File: config.mk
export PLATFORM = sky130hd
export DESIGN_NAME = gf180mcu_ocd_io_in_ctrl
export DESIGN_NICKNAME = d
export VERILOG_FILES = /design/src/rtl/gf180mcu_ocd_io_in_ctrl.sv
export SDC_FILE = /design/constraint.sdc
export NUM_CORES = 1
export LEC_CHECK = 0
export ABC_AREA = 1
export CAP_MARGIN = 20
export CORE_MARGIN = 4
export CORE_UTILIZATION = 59
export CTS_CLUSTER_DIAMETER = 50
export CTS_CLUSTER_SIZE = 10
export DETAILED_ROUTE_END_ITERATION = 16
export GPL_TIMING_DRIVEN = 0
export HOLD_SLACK_MARGIN = 0.06
export PLACE_DENSITY_LB_ADDON = 0.12
export SYNTH_ARGS = -nofsm -noshare
export SYNTH_HDL_FRONTEND = slang
export SYNTH_SLANG_ARGS = --single-unit
File: constraint.sdc
create_clock -name CLK -period 3.14 [get_ports CLK]
set_clock_uncertainty 0.05 [all_clocks]
set_input_delay 0.314 -clock CLK [delete_from_list [all_inputs] [get_ports CLK]]
set_output_delay 0.314 -clock CLK [all_outputs]
set_load 0.1 [all_outputs]
File: src/rtl/gf180mcu_ocd_io_in_ctrl.sv
// Input pad bank controller: registered pull decode, 2-flop Y sync, per-pad debounce, floating-pad pull-scan.
// Latency: pulls 1 cycle, y_sync 2 cycles, y_deb y_sync + threshold; no backpressure, scan_start ignored while busy.
module gf180mcu_ocd_io_in_ctrl #(
  parameter int NPAD   = 8,
  parameter int SETTLE = 6,
  parameter int DEBW   = 4
) (
  input  logic            CLK,
  input  logic            RN,
  input  logic [NPAD-1:0] cfg_pu,
  input  logic [NPAD-1:0] cfg_pd,
  input  logic [DEBW-1:0] deb_thresh,
  input  logic            scan_start,
  input  logic [NPAD-1:0] pad_y,
  output logic [NPAD-1:0] pad_pu,
  output logic [NPAD-1:0] pad_pd,
  output logic [NPAD-1:0] y_sync,
  output logic [NPAD-1:0] y_deb,
  output logic            scan_busy,
  output logic            scan_done,
  output logic [NPAD-1:0] float_flag
);

  localparam int IW = (NPAD > 1) ? $clog2(NPAD) : 1;
  localparam int WW = $clog2(SETTLE);
  localparam logic [IW-1:0] IDX_LAST  = IW'(NPAD - 1);
  localparam logic [WW-1:0] WCNT_LAST = WW'(SETTLE - 1);

  typedef enum logic [1:0] {IDLE, TEST_UP, TEST_DN, DONE} state_t;

  state_t                     state_q;
  logic [IW-1:0]              idx_q;
  logic [WW-1:0]              wcnt_q;
  logic                       hi_q;
  logic [NPAD-1:0]            flt_q;

  logic [NPAD-1:0]            sync1_q, sync2_q;
  logic [NPAD-1:0]            pu_q, pu_d, pd_q, pd_d;
  logic [NPAD-1:0]            deb_q, deb_d;
  logic [NPAD-1:0][DEBW-1:0]  cnt_q, cnt_d;
  logic [DEBW-1:0]            thr;
  logic                       busy;

  assign busy = (state_q != IDLE);
  assign thr  = (deb_thresh == '0) ? DEBW'(1) : deb_thresh;

  // Scan sequencer: each pad sees SETTLE cycles of pull-up, then SETTLE of pull-down.
  always_ff @(posedge CLK or negedge RN) begin
    if (!RN) begin
      state_q <= IDLE;
      idx_q   <= '0;
      wcnt_q  <= '0;
      hi_q    <= 1'b0;
      flt_q   <= '0;
    end else begin
      case (state_q)
        IDLE: begin
          if (scan_start) begin
            state_q <= TEST_UP;
            idx_q   <= '0;
            wcnt_q  <= '0;
          end
        end
        TEST_UP: begin
          if (wcnt_q == WCNT_LAST) begin
            hi_q    <= sync2_q[idx_q];
            wcnt_q  <= '0;
            state_q <= TEST_DN;
          end else begin
            wcnt_q  <= wcnt_q + WW'(1);
          end
        end
        TEST_DN: begin
          if (wcnt_q == WCNT_LAST) begin
            flt_q[idx_q] <= hi_q & ~sync2_q[idx_q];
            wcnt_q       <= '0;
            if (idx_q == IDX_LAST) begin
              state_q <= DONE;
            end else begin
              idx_q   <= idx_q + IW'(1);
              state_q <= TEST_UP;
            end
          end else begin
            wcnt_q <= wcnt_q + WW'(1);
          end
        end
        DONE:    state_q <= IDLE;
        default: state_q <= IDLE;
      endcase
    end
  end

  // Conflicting pull requests cancel; the pad under test is overridden.
  always_comb begin
    pu_d = cfg_pu & ~cfg_pd;
    pd_d = cfg_pd & ~cfg_pu;
    if (state_q == TEST_UP) begin
      pu_d[idx_q] = 1'b1;
      pd_d[idx_q] = 1'b0;
    end else if (state_q == TEST_DN) begin
      pu_d[idx_q] = 1'b0;
      pd_d[idx_q] = 1'b1;
    end
  end

  // The scan deliberately wiggles pad values, so debounce is frozen while busy.
  always_comb begin
    deb_d = deb_q;
    for (int i = 0; i < NPAD; i++) begin
      cnt_d[i] = '0;
      if (!busy && (sync2_q[i] != deb_q[i])) begin
        if (cnt_q[i] + DEBW'(1) == thr) begin
          deb_d[i] = sync2_q[i];
        end else if (cnt_q[i] != '1) begin
          cnt_d[i] = cnt_q[i] + DEBW'(1);
        end else begin
          cnt_d[i] = cnt_q[i];
        end
      end
    end
  end

  always_ff @(posedge CLK or negedge RN) begin
    if (!RN) begin
      sync1_q <= '0;
      sync2_q <= '0;
      pu_q    <= '0;
      pd_q    <= '0;
      deb_q   <= '0;
      cnt_q   <= '0;
    end else begin
      sync1_q <= pad_y;
      sync2_q <= sync1_q;
      pu_q    <= pu_d;
      pd_q    <= pd_d;
      deb_q   <= deb_d;
      cnt_q   <= cnt_d;
    end
  end

  assign pad_pu     = pu_q;
  assign pad_pd     = pd_q;
  assign y_sync     = sync2_q;
  assign y_deb      = deb_q;
  assign scan_busy  = busy;
  assign scan_done  = (state_q == DONE);
  assign float_flag = flt_q;

endmodule

==> reports/qor.csv <==
stage,metric,value,unit
run_status,outcome,"finished, final reports clean",
grt,grt_pass1_vias,4164,
final_layout,synthToLayoutAreaGrowth,20.9,%
worst_setup_path,rrSetupSlack,1.32,ns
placed_design,hpwlAfterDp,8.11,mm
final_layout,final_area,5890,um2
synthesis,synth_xor_area_frac,0.0288,
placed_design,port_buffers,69,
routing,drc,0,
flow_run,maxCapViolations,0,
grt,antenna_found_initial,0,
power_and_ir_drop,pwr-share-comb,0.144,
floorplanning,die_w,98.9,um
worst_setup_path,reg2regPathDepth,7,
synthesis,yosysTopAreaCell,dfrtp_1,
routing,drt_iter0_drc,218,
worst_setup_path,path_max_fanout,7,
worst_setup_path,cp.arrival,2.43,ns
synthesis,avgSynthCellArea,7.99,um2
synthesis,yosysMostFrequentCell,nand2_1,
synthesis,synth_adder_area_share,0.0385,
power_and_ir_drop,pwr-share-seq,0.537,
synthesis,yosysWarnings,0,
timing,finalMaxSlewViolations,0,
worst_setup_path,timing.rr.end,cnt_q[16],
synthesis,synth_edf_count,0,
timing,period_needed,2.80,ns
worst_setup_path,cp-end-kind,output pin,
synthesis,synthTopCellsByCount,"nand2_1 (166), dfrtp_1 (89), nor2_1 (72)",
grt,track_usage,0.231,
timing,final.setup.tns,0,ns
grt,grt_first_pass_wirelength,18.4,mm
timing,min_period_over_period,0.891,
synthesis,synth-seq-cells,89,
hold_path,holdPathEnd,y_sync[1],
routing,vias,4290,
clock_tree,numCtsBuffers,9,
synthesis,synth.area.top_cells,"dfrtp_1 (46%), nand2_1 (13%), nor2_1 (5.5%), nand3_1 (4.7%), inv_1 (4.5%)",
worst_setup_path,reg2reg_from,state_q[0],
grt,overflow,0,
clock_tree,cts.reportedPaths.clkPinSlew,0.08,ns
clock_tree,cts_setup_buffers,0,
synthesis,synth_top_area_frac,0.457,
clock_tree,cts_num_sinks,89,
power_and_ir_drop,p_int,1.56,mW
synthesis,syn-instance-count,610,
timing,tightest_slew,0.997,ns
timing,hold_violations,0,
synthesis,synth-main-ff-cell,dfrtp_1,
floorplanning,io_pins,73,
timing,slew_headroom,0.333,
hold_path,hp-start,sync1_q[1],
floorplanning,die_height,98.9,um
clock_tree,ctsLongestPathBuffers,2,
routing,final_antenna_net_count,0,
floorplanning,fp.dieArea,9770,um2
routing,drt-total-wl,11.1,mm
hold_path,min_path_cells,0,
synthesis,synthMuxAreaShare,0.0185,
power_and_ir_drop,pwr-share-clk,0.319,
placed_design,gp_congestion,0.905,
clock_tree,cts_resized,0,
final_layout,drive_above_1_share,0.111,
clock_tree,clock_latency,0.36,ns
floorplanning,initial_core_util,0.618,
worst_setup_path,crit_required,2.78,ns
power_and_ir_drop,power_density,374,nW/um2
final_layout,final_nets,738,
final_layout,antennaDiodeCount,0,
worst_setup_path,crit_type,flip-flop to output pin,
hold_path,hold_path.class,flip-flop to flip-flop,
synthesis,synth_cell_type_count,35,
power_and_ir_drop,vdd_drop_max,0.224,mV
power_and_ir_drop,cellLeakagePower,2.83,nW
synthesis,yosys.area_share.simple,0.323,
clock_tree,root_buffer,clkbuf_8,
routing,vias_per_cell,5.38,
clock_tree,htree_levels,3,
floorplanning,std_cell_rows,32,
power_and_ir_drop,switchingPower,0.638,mW
placed_design,placed_area,5710,um2
synthesis,synth_compound_area_frac,0.0676,
power_and_ir_drop,switching_share,0.290,
synthesis,synth_area,4870,um2
timing,setup_viol,0,
grt,grt_max_degree,49,
synthesis,synth_top_family_by_area,simple AND/OR/NAND/NOR gates,
synthesis,async_flop_share,1.00,
timing,hold_slack,0.303,ns
synthesis,seq_area_frac_synth,0.457,
power_and_ir_drop,finalPower,2.20,mW
worst_setup_path,start_kind,flip-flop,
routing,dr.pass1.iters,6,
clock_tree,ctsHoldBuffers,1,
final_layout,utilization,0.746,
floorplanning,core-area,7890,um2
clock_tree,cts_tree,built,
routing,drt-wirelength-per-cell,14.0,um
synthesis,syn_nets,656,
timing,fmax,0.357,GHz
timing,grt_setup_unrepaired,false,
## stage by stage
step	worst slack (ns)	cells
3_3_place_gp	-1.52	781
5_1_grt	0.228	798
3_5_place_dp	0.737	782
6_report	0.342	798
4_1_cts	0.320	798
2_1_floorplan	1.23	610
## kinds of logic (layout without fill, tap and decap cells)
group	after synthesis	in the layout
buffers and inverters	74	160
AOI/OAI and AO/OA	60	60
DFF	89	89
and+or+nand+nor	348	348
muxes	8	8
xor gates and xnor gates	16	16
adders and majority gates	15	15
## placed cells by master, fill, tap and decap left out, drive strengths merged
master / n
a21oi: 19
a22oi: 4
buf: 11
clkbuf: 13
clkdlybuf4s50: 68
clkinv: 3
clkinvlp: 1
dfrtp: 89
dlygate4sd3: 1
ha: 15
inv: 63
mux2: 8
nand2: 184
nand3: 47
nand3b: 8
nand4: 16
nor2: 86
nor3: 6
o211ai: 1
o21ai: 32
o22ai: 2
o31ai: 1
o32ai: 1
or2: 1
xnor2: 8
xor2: 8
## state kept, by name, summed over array words and instances, names as in the netlist, 8 cells and up
signal / count
y_sync: 8
y_deb: 8
pad_pd: 8
cnt_q: 32
sync1_q: 8
pad_pu: 8
float_flag: 8
## area by class of cell
| cell class | count | area (um2) |
|---|---|---|
| Buffer | 10 | 78.8 |
| Clock buffer | 12 | 145 |
| Clock inverter | 3 | 17.5 |
| Fill cell | 580 | 2000 |
| Inverter | 64 | 245 |
| Multi-Input combinational cell | 447 | 2320 |
| Sequential cell | 89 | 2230 |
| Tap cell | 102 | 128 |
| Timing Repair Buffer | 71 | 726 |
## worst max-delay path: stages (launching register included)
cell             delay (ns)
dfrtp_1                0.44
inv_1                  0.11
ha_1                   0.30
inv_2                  0.09
clkdlybuf4s50_1        1.13
## routing by layer
layer / up-vias / GRT usage / share of wire
li1: 2128 / - / -
met1: 2021 / 0.283 / 0.43
met2: 122 / 0.399 / 0.50
met3: 19 / 0.0531 / 0.058
met4: 0 / 0.0830 / 0.013
met5: - / 0 / 0
## worst max path at each step
stage / start / end
2_1_floorplan: state_q[0] / idx_q[2]
3_3_place_gp: RN / pad_pu[4]
3_5_place_dp: state_q[1] / scan_busy
4_1_cts: state_q[1] / scan_busy
5_1_grt: state_q[1] / scan_busy
6_report: state_q[1] / scan_busy
## power by group through the flow
| stage | Clock (mW) | Sequential (mW) | Combinational, mW |
|---|---|---|---|
| final | 0.703 | 1.18 | 0.317 |
| after global routing | 0.765 | 1.19 | 0.336 |
| after CTS | 0.706 | 1.18 | 0.321 |
| after detailed placement | 0 | 1.20 | 0.319 |
| after global placement | 0 | 1.20 | 0.311 |
| after floorplan | 0 | 1.33 | 0.0741 |
(Power assumes the default switching activity.)
